===== src/rtl/mod_demod_pkg.sv =====
// Shared types and defaults for the mod/demod serial framing blocks.
// The receiver FSM states and default frame geometry live here.
package mod_demod_pkg;

    typedef enum logic [1:0] {
        HUNT   = 2'd0,
        DATA   = 2'd1,
        PARITY = 2'd2
    } rx_state_t;

    localparam int          FRAME_W_DEF  = 21;
    localparam logic [7:0]  PREAMBLE_DEF = 8'hA5;
    localparam int          CNT_W        = 5;

endpackage


===== src/rtl/frame_out_buf.sv =====
// Single-entry valid/ready holding register for received frames.
// A new frame overwrites only when the slot is empty or being drained this cycle.
module frame_out_buf #(
    parameter int FRAME_W = 21
) (
    input  logic               clk,
    input  logic               rst,
    input  logic               load_valid,
    input  logic [FRAME_W-1:0] load_data,
    input  logic               frame_ready,
    output logic [FRAME_W-1:0] frame_out,
    output logic               frame_valid,
    output logic               overrun
);

    logic consume;

    assign consume = frame_valid & frame_ready;

    always_ff @(posedge clk or posedge rst) begin
        if (rst) begin
            frame_out   <= '0;
            frame_valid <= 1'b0;
            overrun     <= 1'b0;
        end else begin
            overrun <= 1'b0;
            if (load_valid) begin
                if (!frame_valid || consume) begin
                    frame_out   <= load_data;
                    frame_valid <= 1'b1;
                end else begin
                    // Slot full and not draining: keep the older frame.
                    overrun <= 1'b1;
                end
            end else if (consume) begin
                frame_valid <= 1'b0;
            end
        end
    end

endmodule


===== src/rtl/demod_frame_rx.sv =====
// Serial frame receiver: hunts for a preamble, collects an MSB-first payload,
// checks even parity and hands good frames to a single-entry output buffer.
//
// state  | meaning
// HUNT   | shifting bits looking for the preamble
// DATA   | collecting FRAME_W payload bits
// PARITY | waiting for the even-parity bit
module demod_frame_rx
    import mod_demod_pkg::*;
#(
    parameter int               FRAME_W  = FRAME_W_DEF,
    parameter int               PRE_W    = 8,
    parameter logic [PRE_W-1:0] PREAMBLE = PREAMBLE_DEF
) (
    input  logic               clk,
    input  logic               rst,
    input  logic               bit_in,
    input  logic               bit_valid,
    output logic [FRAME_W-1:0] frame_out,
    output logic               frame_valid,
    input  logic               frame_ready,
    output logic               parity_err,
    output logic               overrun
);

    rx_state_t          state, state_nx;
    logic [PRE_W-1:0]   pre_reg, pre_nx, pre_shift;
    logic [FRAME_W-1:0] payload, payload_nx;
    logic [CNT_W-1:0]   bit_cnt, cnt_nx;
    logic               par_err_nx;
    logic               load_good;

    assign pre_shift = {pre_reg[PRE_W-2:0], bit_in};

    always_ff @(posedge clk or posedge rst) begin
        if (rst) begin
            state      <= HUNT;
            pre_reg    <= '0;
            payload    <= '0;
            bit_cnt    <= '0;
            parity_err <= 1'b0;
        end else begin
            state      <= state_nx;
            pre_reg    <= pre_nx;
            payload    <= payload_nx;
            bit_cnt    <= cnt_nx;
            parity_err <= par_err_nx;
        end
    end

    always_comb begin
        state_nx   = state;
        pre_nx     = pre_reg;
        payload_nx = payload;
        cnt_nx     = bit_cnt;
        par_err_nx = 1'b0;
        load_good  = 1'b0;
        if (bit_valid) begin
            case (state)
                HUNT: begin
                    pre_nx = pre_shift;
                    if (pre_shift == PREAMBLE) begin
                        state_nx = DATA;
                        cnt_nx   = '0;
                    end
                end
                DATA: begin
                    payload_nx = {payload[FRAME_W-2:0], bit_in};
                    if (bit_cnt == CNT_W'(FRAME_W - 1)) begin
                        state_nx = PARITY;
                    end else begin
                        cnt_nx = bit_cnt + 1'b1;
                    end
                end
                PARITY: begin
                    state_nx = HUNT;
                    pre_nx   = '0;
                    // Even parity: payload XOR parity bit must be zero.
                    if (^{payload, bit_in}) begin
                        par_err_nx = 1'b1;
                    end else begin
                        load_good = 1'b1;
                    end
                end
                default: begin
                    state_nx = HUNT;
                    pre_nx   = '0;
                end
            endcase
        end
    end

    frame_out_buf #(
        .FRAME_W (FRAME_W)
    ) u_frame_out_buf (
        .clk         (clk),
        .rst         (rst),
        .load_valid  (load_good),
        .load_data   (payload),
        .frame_ready (frame_ready),
        .frame_out   (frame_out),
        .frame_valid (frame_valid),
        .overrun     (overrun)
    );

endmodule


===== config.mk =====
export PLATFORM = sky130hd
export DESIGN_NAME = demod_frame_rx
export DESIGN_NICKNAME = d
export VERILOG_FILES = /design/src/rtl/mod_demod_pkg.sv /design/src/rtl/frame_out_buf.sv /design/src/rtl/demod_frame_rx.sv
export SDC_FILE = /design/constraint.sdc
export NUM_CORES = 1
export LEC_CHECK = 0
export BUFFER_PORTS_ARGS = -buffer_cell sky130_fd_sc_hd__buf_2
export CAP_MARGIN = 0
export CORE_UTILIZATION = 57
export DETAILED_ROUTE_END_ITERATION = 16
export PLACE_DENSITY = 0.87
export SYNTH_ARGS = -nofsm -noshare
export SYNTH_HDL_FRONTEND = slang
export SYNTH_HIERARCHICAL = 1
export SYNTH_SLANG_ARGS = --single-unit

===== constraint.sdc =====
create_clock -name clk -period 2.7 [get_ports clk]
set_input_delay 0.27 -clock clk [delete_from_list [all_inputs] [get_ports clk]]
set_output_delay 0.27 -clock clk [all_outputs]
set_load 0.02 [all_outputs]

==> results_dict.tcl, run 1 <==
set metrics [dict create \
    outcome "finished clean" \
    fin_area_um2 2990 \
    busiest_layer "met2" \
    ant_nets 0 \
    critical_path_required_ns 2.91 \
    timing.rr.start "payload[15]$_DFFE_PP0P_" \
    place_area_um2 2800 \
    register_area_um2 1480 \
    synth.top_cells.by_count "59 x dfrtp_1, 20 x mux2_2, 20 x mux2_4" \
    synth_edf_count 0 \
    powerDensity_nw_per_um2 784 \
    finalCritPeriodShare_pct 93.4 \
    relSlewSlack_pct 40.3 \
    overflow 0 \
    fin_skew_ns 0.00773 \
    ys_ff_latch 59 \
    rsz0062_at_grt "false" \
    first_pass_iters 4 \
    hp-class "in2reg" \
    die_w_um 70.1 \
    row_count 24 \
    fillers 328 \
    synth_ff_type "dfrtp_1" \
    use_met3_pct 7.07 \
    synthArstFlopShare_pct 100 \
    core_um2 4410 \
    finalMaxSlewViolations 0 \
    track_usage_pct 21.1 \
    worst_setup_path_end_kind "register" \
    crit_start "payload[15]$_DFFE_PP0P_" \
    start_util_pct 59.8 \
    dr.first_iter.drc_count 63 \
    final_util_pct 67.8 \
    synth_area_leaders "dfrtp_1 56%, mux2_4 11%, mux2_2 8.5%" \
    clkTransAtPathRegs_ns 0.06 \
    layout.cells.non_filler 279 \
    drc 0 \
    tightest_slew_ns 0.895 \
    setup_viol 0 \
    peakVddDrop_uv 493 \
    netlist_area_um2 2640 \
    nNetsFinal 230 \
    reg2reg_depth 7 \
    clock.fmax_mhz 397 \
    grt_pass1_wl_um 7710 \
    holdPathStages 2 \
    place_congestion 0.765 \
    critPathKind "reg2reg" \
    r2r-end "u_frame_out_buf/frame_out[0]$_DFFE_PP0P_" \
    multiInputGateArea_um2 1080 \
    antenna_found_initial 0 \
    top_level_ports 29 \
    cts_buffer_depth 2 \
    power.static_leakage_nw 1.61 \
    r2r_slack_ns 0.18 \
    dp_hpwl_um 3060 \
    num_vias 1523 \
    dieArea_um2 4910 \
    final.min_clock_period_ns 2.52 \
    drt-total-wl_um 4510 \
    grtUsageMet2_pct 31.5 \
    grt_use_met1_pct 27.4 \
    ys_seq_area_share_pct 55.9 \
    yosysTopAreaCell "dfrtp_1" \
    first_global_vias 1552 \
    drive_above_1_share_pct 38.8 \
    post_drt_wl_per_cell_um 16.2 \
    whs_ns 0.184 \
    vias_per_cell 5.46 \
    cp.arrival_ns 2.74 \
    areaGrowthSynthToFinish_pct 13.3 \
    synth.distinct_cells 33 \
    cts-buffers-inserted 9 \
    cts_resized 0 \
    grt_max_degree 32 \
    finalSetupTns_ns 0 \
    cp_max_fo 21 \
    dpl.cell_count 263 \
    diodes 0 \
    ctsHtreeMaxLevel 3 \
    clkSinkCount 59 \
    synth_top_area_share_pct 55.9 \
    tritoncts "yes" \
    syn_nets 193 \
    holdBufCountCts 1 \
    die_h_um 70.1 \
    hold_viol 0 \
    syn_avg_cell_area_um2 14.2 \
    endpoint "u_frame_out_buf/frame_out[0]$_DFFE_PP0P_" \
    start_kind "register" \
    cts_setup_buffers 0 \
    synth.most_common_cell "dfrtp_1" \
    cts_root_buf "clkbuf_8" \
    maxCapViolCount 0 \
    clk_latency_ns 0.33 \
    syn_inst 186 \
    yosys_warnings 6 \
    port_buffers 28 \
]
## logic make-up after synthesis
| kind of cell | after synthesis | synth area share (%) |
|---|---|---|
| and+or+nand+nor | 26 | 5.83 |
| DFF | 59 | 55.9 |
| muxes | 44 | 21.5 |
| xor gates and xnor gates | 22 | 7.30 |
| buffers and inverters | 13 | 3.32 |
| adders and majority gates | 2 | 0.948 |
| AOI/OAI and AO/OA | 20 | 5.17 |
## area by class of cell
cell class	count	share of cell area, %
Sequential cell	59	49.4
Multi-Input combinational cell	114	36.0
Clock buffer	13	5.65
Timing Repair Buffer	31	5.52
Tap cell	52	2.17
Inverter	8	1.00
Clock inverter	2	0.335
## power by group
part           internal, mW  switching (mW)  total (mW)  leakage, nW
Sequential             1.00           0.119        1.12        0.805
Clock                 0.400           0.326       0.726       0.0953
Combinational         0.267           0.232       0.499        0.707
## worst min path at each step
stage / start / endpoint / slack (ns)
finish: bit_valid / state[0]$_DFFE_PP0P_ / 0.18
global route: bit_valid / state[0]$_DFFE_PP0P_ / 0.21
CTS: bit_valid / state[0]$_DFFE_PP0P_ / 0.17
detailed placement: rst / bit_cnt[1]$_DFFE_PP0P_ / 0.21
global placement: rst / bit_cnt[1]$_DFFE_PP0P_ / 0.20
floorplan: rst / u_frame_out_buf/frame_out[0]$_DFFE_PP0P_ / 0.27
## worst max-delay path: stages (launching register included)
cell and delay (ns):
dfrtp_1 0.42, xor2_1 0.18, xnor2_1 0.20, xnor2_1 0.12
or4_1 0.45, mux2i_1 0.32, nand2_4 0.32, mux2_4 0.39
## placed cells by master, fill, tap and decap left out, drive strengths merged
cell,instances
a21o,1
a22o,5
nor3,1
and3,3
dfrtp,59
mux2i,2
nand2b,2
mux2,42
clkinv,2
clkbuf,13
a31o,1
dlygate4sd3,1
xor2,4
and4b,1
nand3,4
o21ai,6
inv,8
a32o,1
ha,2
buf,30
nor2,5
nand2,7
xnor2,18
a22oi,1
o2bb2ai,1
a21oi,4
nor4bb,2
or4,1
## per-layer routing
metal | share of wire (%) | wire length [um] | vias up
met1 | 47 | 2110 | 762
met5 | 0 | 0 | -
met4 | 1.8 | 79 | 0
met3 | 3.6 | 164 | 11
li1 | - | - | 724
met2 | 48 | 2160 | 26
## stage by stage
step                total power, mW  worst slack (ns)
floorplan                      1.53             0.511
detailed placement             1.63             0.206
CTS                            2.36             0.184
finish                         2.34             0.178
global placement               1.60             0.325
global route                   2.47            0.0247
(Power assumes the default switching activity.)
==> run 2, diff against run 1 <==
- ABC_AREA: not set -> 1
- CORE_UTILIZATION: 57 -> 58
- PLACE_DENSITY: 0.87 -> 0.88
==> run 2 against run 1 <==
Net effect: register-to-register slack better by 0.37 ns; critical endpoint is now u_frame_out_buf/frame_out[5]$_DFFE_PP0P_; total power rose by 59%; design area is 5.6% higher; largest power group is now combinational logic; utilization rose by 2.3 points; setup slack better by 0.37 ns; count of clock-buffer cells in the layout fell by 2; largest cell class unchanged; non-clock buffer count up 1.
==> results_dict.tcl, run 2 <==
set metrics [dict create \
    drt-total-wl_um 5210 \
    synth-simple-area-share_pct 27.7 \
    critical_path_required_ns 2.92 \
    finalCritPeriodShare_pct 79.7 \
    synth.mux.area_fraction_pct 0.400 \
    synth-adder-area-share_pct 0.889 \
    syn_inst 355 \
    dieArea_um2 5130 \
    cts_root_buf "clkbuf_8" \
    critPathKind "reg2reg" \
    clk_latency_ns 0.34 \
    tightest_slew_ns 0.798 \
    grt_max_degree 37 \
    synth.most_common_cell "nand2_1" \
    drive_above_1_share_pct 15.1 \
    first_global_vias 2094 \
    netlist_area_um2 2810 \
    cts_setup_buffers 0 \
    clkSinkCount 59 \
    yosysTopAreaCell "dfrtp_1" \
    fin_skew_ns 0.00752 \
    final.min_clock_period_ns 2.15 \
    yosys_warnings 6 \
    start_util_pct 62.5 \
    vias_per_cell 5.16 \
    place_area_um2 2980 \
    synth_area_leaders "dfrtp_1 52%, nand2_1 19%, nand3_1 5.5%" \
    core_um2 4500 \
    die_w_um 71.7 \
    track_usage_pct 22.3 \
    ant_nets 0 \
    clkTransAtPathRegs_ns 0.07 \
    setup_viol 0 \
    setup_ws_ns 0.548 \
    syn_avg_cell_area_um2 7.93 \
    die_h_um 71.7 \
    place_congestion 0.792 \
    maxCapViolCount 0 \
    outcome "finished clean" \
    drc 0 \
    first_pass_iters 4 \
    hp-class "in2async" \
    relSlewSlack_pct 46.7 \
    ys_ff_latch 59 \
    nNetsFinal 394 \
    port_buffers 28 \
    ctsHtreeMaxLevel 3 \
    cts_buffer_depth 2 \
    final_common_cell "nand2_1" \
    dp_hpwl_um 3690 \
    finalMaxSlewViolations 0 \
    antenna_found_initial 0 \
    overflow 0 \
    cts-buffers-inserted 9 \
    clock.fmax_mhz 465 \
    synth_edf_count 0 \
    synth_top_area_share_pct 52.5 \
    ys_seq_area_share_pct 52.5 \
    areaGrowthSynthToFinish_pct 12.2 \
    fin_area_um2 3160 \
    fillers 352 \
    grt_pass1_wl_um 8790 \
    synth.distinct_cells 23 \
    powerDensity_nw_per_um2 1180 \
    mostFrequentLayoutCells "140 x nand2_1, 59 x dfrtp_1, 38 x inv_1" \
    worst_setup_path_end_kind "register" \
    start_kind "register" \
    power_mw 3.72 \
    dr.first_iter.drc_count 126 \
    diodes 0 \
    cts_resized 0 \
    peakVddDrop_uv 601 \
    post_drt_wl_per_cell_um 11.7 \
    synthArstFlopShare_pct 100 \
    synth_xor_area_share_pct 2.49 \
    finalSetupTns_ns 0 \
    rsz0062_at_grt "false" \
    top_level_ports 29 \
    dp_slack_ns 0.572 \
    synth.top_cells.by_count "140 x nand2_1, 59 x dfrtp_1, 38 x inv_1" \
    row_count 24 \
    synth_compound_area_share_pct 7.69 \
    syn_nets 362 \
    tritoncts "yes" \
    synth_top_family_by_area "simple AND/OR/NAND/NOR gates" \
    num_vias 2289 \
    cp_max_fo 21 \
    synth_ff_type "dfrtp_1" \
    hold_viol 0 \
    cp.arrival_ns 2.37 \
    holdBufCountCts 0 \
    power.static_leakage_nw 1.76 \
]
run 2: cell count changes after synthesis, sizes merged, moves of 3 or more:
cell,change
a22o,-5
and3,-3
buf,+6
inv,+36
mux2,-41
nand2,+134
nand3,+27
nor2,+12
o21ai,+20
o22ai,+6
xnor2,-13
run 2: through the flow:
| stage | std cells | hold slack [ns] | util, % |
|---|---|---|---|
| final | 444 | 0.0426 | 70.1 |
| after detailed placement | 428 | 0.417 | 66.1 |
| after floorplan | 355 | 0.272 | - |
| after global routing | 444 | 0.0896 | 70.1 |
| after CTS | 444 | 0.0556 | 70.1 |
| after global placement | 428 | 0.408 | 66.1 |
run 2: power breakdown:
group	switching, mW	internal (mW)	leakage (nW)
clock	0.333	0.376	0.0949
sequential	0.274	1.20	0.780
combinational	0.998	0.543	0.887
total	1.61	2.12	1.76
run 2: layer usage:
layer,vias up,global-route usage [%],routed length [um]
met3,13,4.50,214
li1,1175,-,-
met1,1048,29.3,2470
met5,-,0,0
met4,0,12.9,125
met2,53,34.8,2400
run 2: cell families (layout without fill, tap and decap cells):
group / Yosys count / in the layout
AO/OA/AOI/OAI: 39 / 39
buffers and inverters: 55 / 92
multiplexers: 1 / 1
flip-flops: 59 / 59
XOR/XNOR: 8 / 8
adder cells (fa/ha/maj): 2 / 2
AND/OR/NAND/NOR: 191 / 191
run 2: critical path, stage by stage (launching register included):
cell,delay [ns]
dfrtp_1,0.47
inv_1,0.11
nand2_1,0.08
nand2_1,0.05
nand3_1,0.07
nand3_1,0.09
nand2_1,0.07
nand2_1,0.05
nand2_1,0.08
nand2_1,0.08
a21oi_1,0.20
nand2_1,0.42
nand2_1,0.21
nand2_1,0.07
run 2: worst paths after layout:
check	startpoint	end	slack [ns]	cells past startpoint
max in group asynchronous	rst	u_frame_out_buf/frame_out[8]$_DFFE_PP0P_	2.12	2
setup reg to reg	payload[8]$_DFFE_PP0P_	u_frame_out_buf/frame_out[5]$_DFFE_PP0P_	0.55	13
hold / removal	rst	payload[6]$_DFFE_PP0P_	0.04	3
setup / recovery	payload[8]$_DFFE_PP0P_	u_frame_out_buf/frame_out[5]$_DFFE_PP0P_	0.55	13
min in group clk	bit_valid	state[0]$_DFFE_PP0P_	0.18	2
hold reg to reg	u_frame_out_buf/frame_out[14]$_DFFE_PP0P_	u_frame_out_buf/frame_out[14]$_DFFE_PP0P_	0.46	2
run 2: area by class of cell:
cell class | count | area, um2 | share of cell area [%]
Multi-Input combinational cell | 241 | 1100 | 34.9
Tap cell | 52 | 65.1 | 2.06
Timing Repair Buffer | 32 | 170 | 5.39
Clock inverter | 5 | 27.5 | 0.872
Clock buffer | 11 | 151 | 4.79
Sequential cell | 59 | 1480 | 46.8
Inverter | 44 | 165 | 5.23
==> run 3, diff against run 2 <==
- CORE_UTILIZATION: 58 -> 52
- PLACE_DENSITY: 0.88 -> 0.84
- clock period: 2.7 -> 1.9 ns (I/O delays scaled with it)
==> run 3 against run 2 <==
Net effect: routed wire length up 12%; design area increased by 12%; non-clock buffer count rose by 9; via count rose by 4.7%; hold slack better by 0.064 ns; sequential share of layout area fell by 4.6 points; register-to-register slack worse by 0.53 ns; critical path type unchanged; largest power group unchanged.
==> results_dict.tcl, run 3 (same netlist as run 2, synthesis figures left out) <==
set metrics [dict create \
    power.static_leakage_nw 1.89 \
    first_global_vias 2080 \
    num_vias 2397 \
    clkSinkCount 59 \
    post_drt_wl_per_cell_um 12.4 \
    outcome "finished clean" \
    dp_hpwl_um 3610 \
    drt-total-wl_um 5820 \
    wl_met3_um 287 \
    peakVddDrop_uv 920 \
    setup_viol 0 \
    drt-met1-wl_um 2640 \
    clkTransAtPathRegs_ns 0.07 \
    grt_pass1_wl_um 8830 \
    dp_slack_ns 0.0401 \
    relSlewSlack_pct 45.3 \
    clk_latency_ns 0.34 \
    dr.first_iter.drc_count 192 \
    top_level_ports 29 \
    overflow 0 \
    worst_setup_path_end_kind "register" \
    drive_above_1_share_pct 27.7 \
    final.min_clock_period_ns 1.88 \
    topRoutingLayerUsed "met4" \
    layout.cells.non_filler 471 \
    grt_max_degree 42 \
    vias_per_cell 5.09 \
    nNetsFinal 403 \
    ant_nets 0 \
    whs_ns 0.107 \
    place_congestion 0.786 \
    antenna_found_initial 0 \
    die_h_um 75.6 \
    clock.fmax_mhz 531 \
    mostFrequentLayoutCells "118 x nand2_1, 51 x dfrtp_1, 30 x inv_1" \
    cts_buffer_depth 2 \
    die_w_um 75.6 \
    finalCritPeriodShare_pct 99.1 \
    rsz0062_at_grt "true" \
    ctsHtreeMaxLevel 3 \
    finalMaxSlewViolations 0 \
    wl_met2_um 2770 \
    cts_root_buf "clkbuf_8" \
    diodes 0 \
    critPathKind "reg2reg" \
    areaGrowthSynthToFinish_pct 25.2 \
    start_util_pct 54.4 \
    tritoncts "yes" \
    dieArea_um2 5710 \
    cp_max_fo 7 \
    hold_viol 0 \
    final_util_pct 68.1 \
    maxCapViolCount 0 \
    drc 0 \
    dpl.cell_count 446 \
    critical_path_required_ns 2.13 \
    core_um2 5170 \
    start_kind "register" \
    track_usage_pct 20.9 \
    first_pass_iters 4 \
    tightest_slew_ns 0.819 \
    hp-class "in2reg" \
    power_mw 6.31 \
    cts-buffers-inserted 9 \
    powerDensity_nw_per_um2 1790 \
    final_common_cell "nand2_1" \
    fillers 400 \
    cp.arrival_ns 2.11 \
    setup_ws_ns 0.0171 \
    row_count 26 \
    port_buffers 28 \
    fin_skew_ns 0.00856 \
]
run 3: changes by cell type in the layout (fill, tap and decap cells not counted), sizes merged:
cell / before / now
clkinv: 4 / 1
dlygate4sd3: 0 / 1
bufinv: 0 / 3
buf: 32 / 38
clkinvlp: 1 / 0
clkbuf: 11 / 14
run 3: routing by layer:
metal | global-route usage [%] | vias to the layer above
li1 | - | 1198
met1 | 26.3 | 1120
met2 | 34.6 | 66
met3 | 4.37 | 13
met4 | 9.88 | 0
met5 | 0 | -
run 3: critical path: stages (launching register included):
cell       delay [ns]
dfrtp_2          0.46
nand2_1          0.10
inv_1            0.04
nor2_1           0.10
nand2_1          0.08
nand3_2          0.08
nand2_1          0.05
nand2_1          0.06
nand2_2          0.07
inv_2            0.07
nand2_4          0.05
a21oi_4          0.18
nand2_4          0.12
clkbuf_16        0.21
nand2_1          0.06
nand2_1          0.05
run 3: what timing repair did:
item	CTS	global route
resized for setup	0	50
hold buffers	1	0
buffers inserted	0	5
hold endpoints to repair	36	0
setup endpoints to repair	0	23
run 3: power breakdown:
| group | total (mW) | leakage (nW) | switching, mW | internal [mW] |
|---|---|---|---|---|
| sequential | 2.14 | 0.768 | 0.433 | 1.71 |
| combinational | 2.70 | 0.992 | 1.65 | 1.05 |
| clock | 1.47 | 0.133 | 0.489 | 0.976 |
| total | 6.31 | 1.89 | 2.57 | 3.74 |
run 3: path summary, 6_finish.rpt:
kind | from | slack (ns) | cells after the start | to
max | payload[8]$_DFFE_PP0P_ | 0.02 | 15 | u_frame_out_buf/frame_out[6]$_DFFE_PP0P_
min | bit_valid | 0.11 | 2 | state[0]$_DFFE_PP0P_
max reg2reg | payload[8]$_DFFE_PP0P_ | 0.02 | 15 | u_frame_out_buf/frame_out[6]$_DFFE_PP0P_
min reg2reg | u_frame_out_buf/frame_out[15]$_DFFE_PP0P_ | 0.47 | 2 | u_frame_out_buf/frame_out[15]$_DFFE_PP0P_
max in group asynchronous | rst | 0.81 | 3 | u_frame_out_buf/frame_out[19]$_DFFE_PP0P_
min in group asynchronous | rst | 0.52 | 4 | payload[2]$_DFFE_PP0P_
run 3: layout make-up:
class | instances | area [um2] | share of cell area (%)
clock inverter | 4 | 95.1 | 2.70
inverter | 44 | 165 | 4.69
multi-input combinational | 241 | 1220 | 34.5
clock buffer | 12 | 165 | 4.69
sequential | 59 | 1490 | 42.2
tap | 70 | 87.6 | 2.49
timing repair buffer | 41 | 308 | 8.74
run 3: metrics by stage:
step / cell area (um2) / setup TNS (ns)
finish: 3520 / 0
global route: 3520 / -1.59
floorplan: 2810 / 0
global placement: 3030 / 0
CTS: 3300 / 0
detailed placement: 3030 / 0
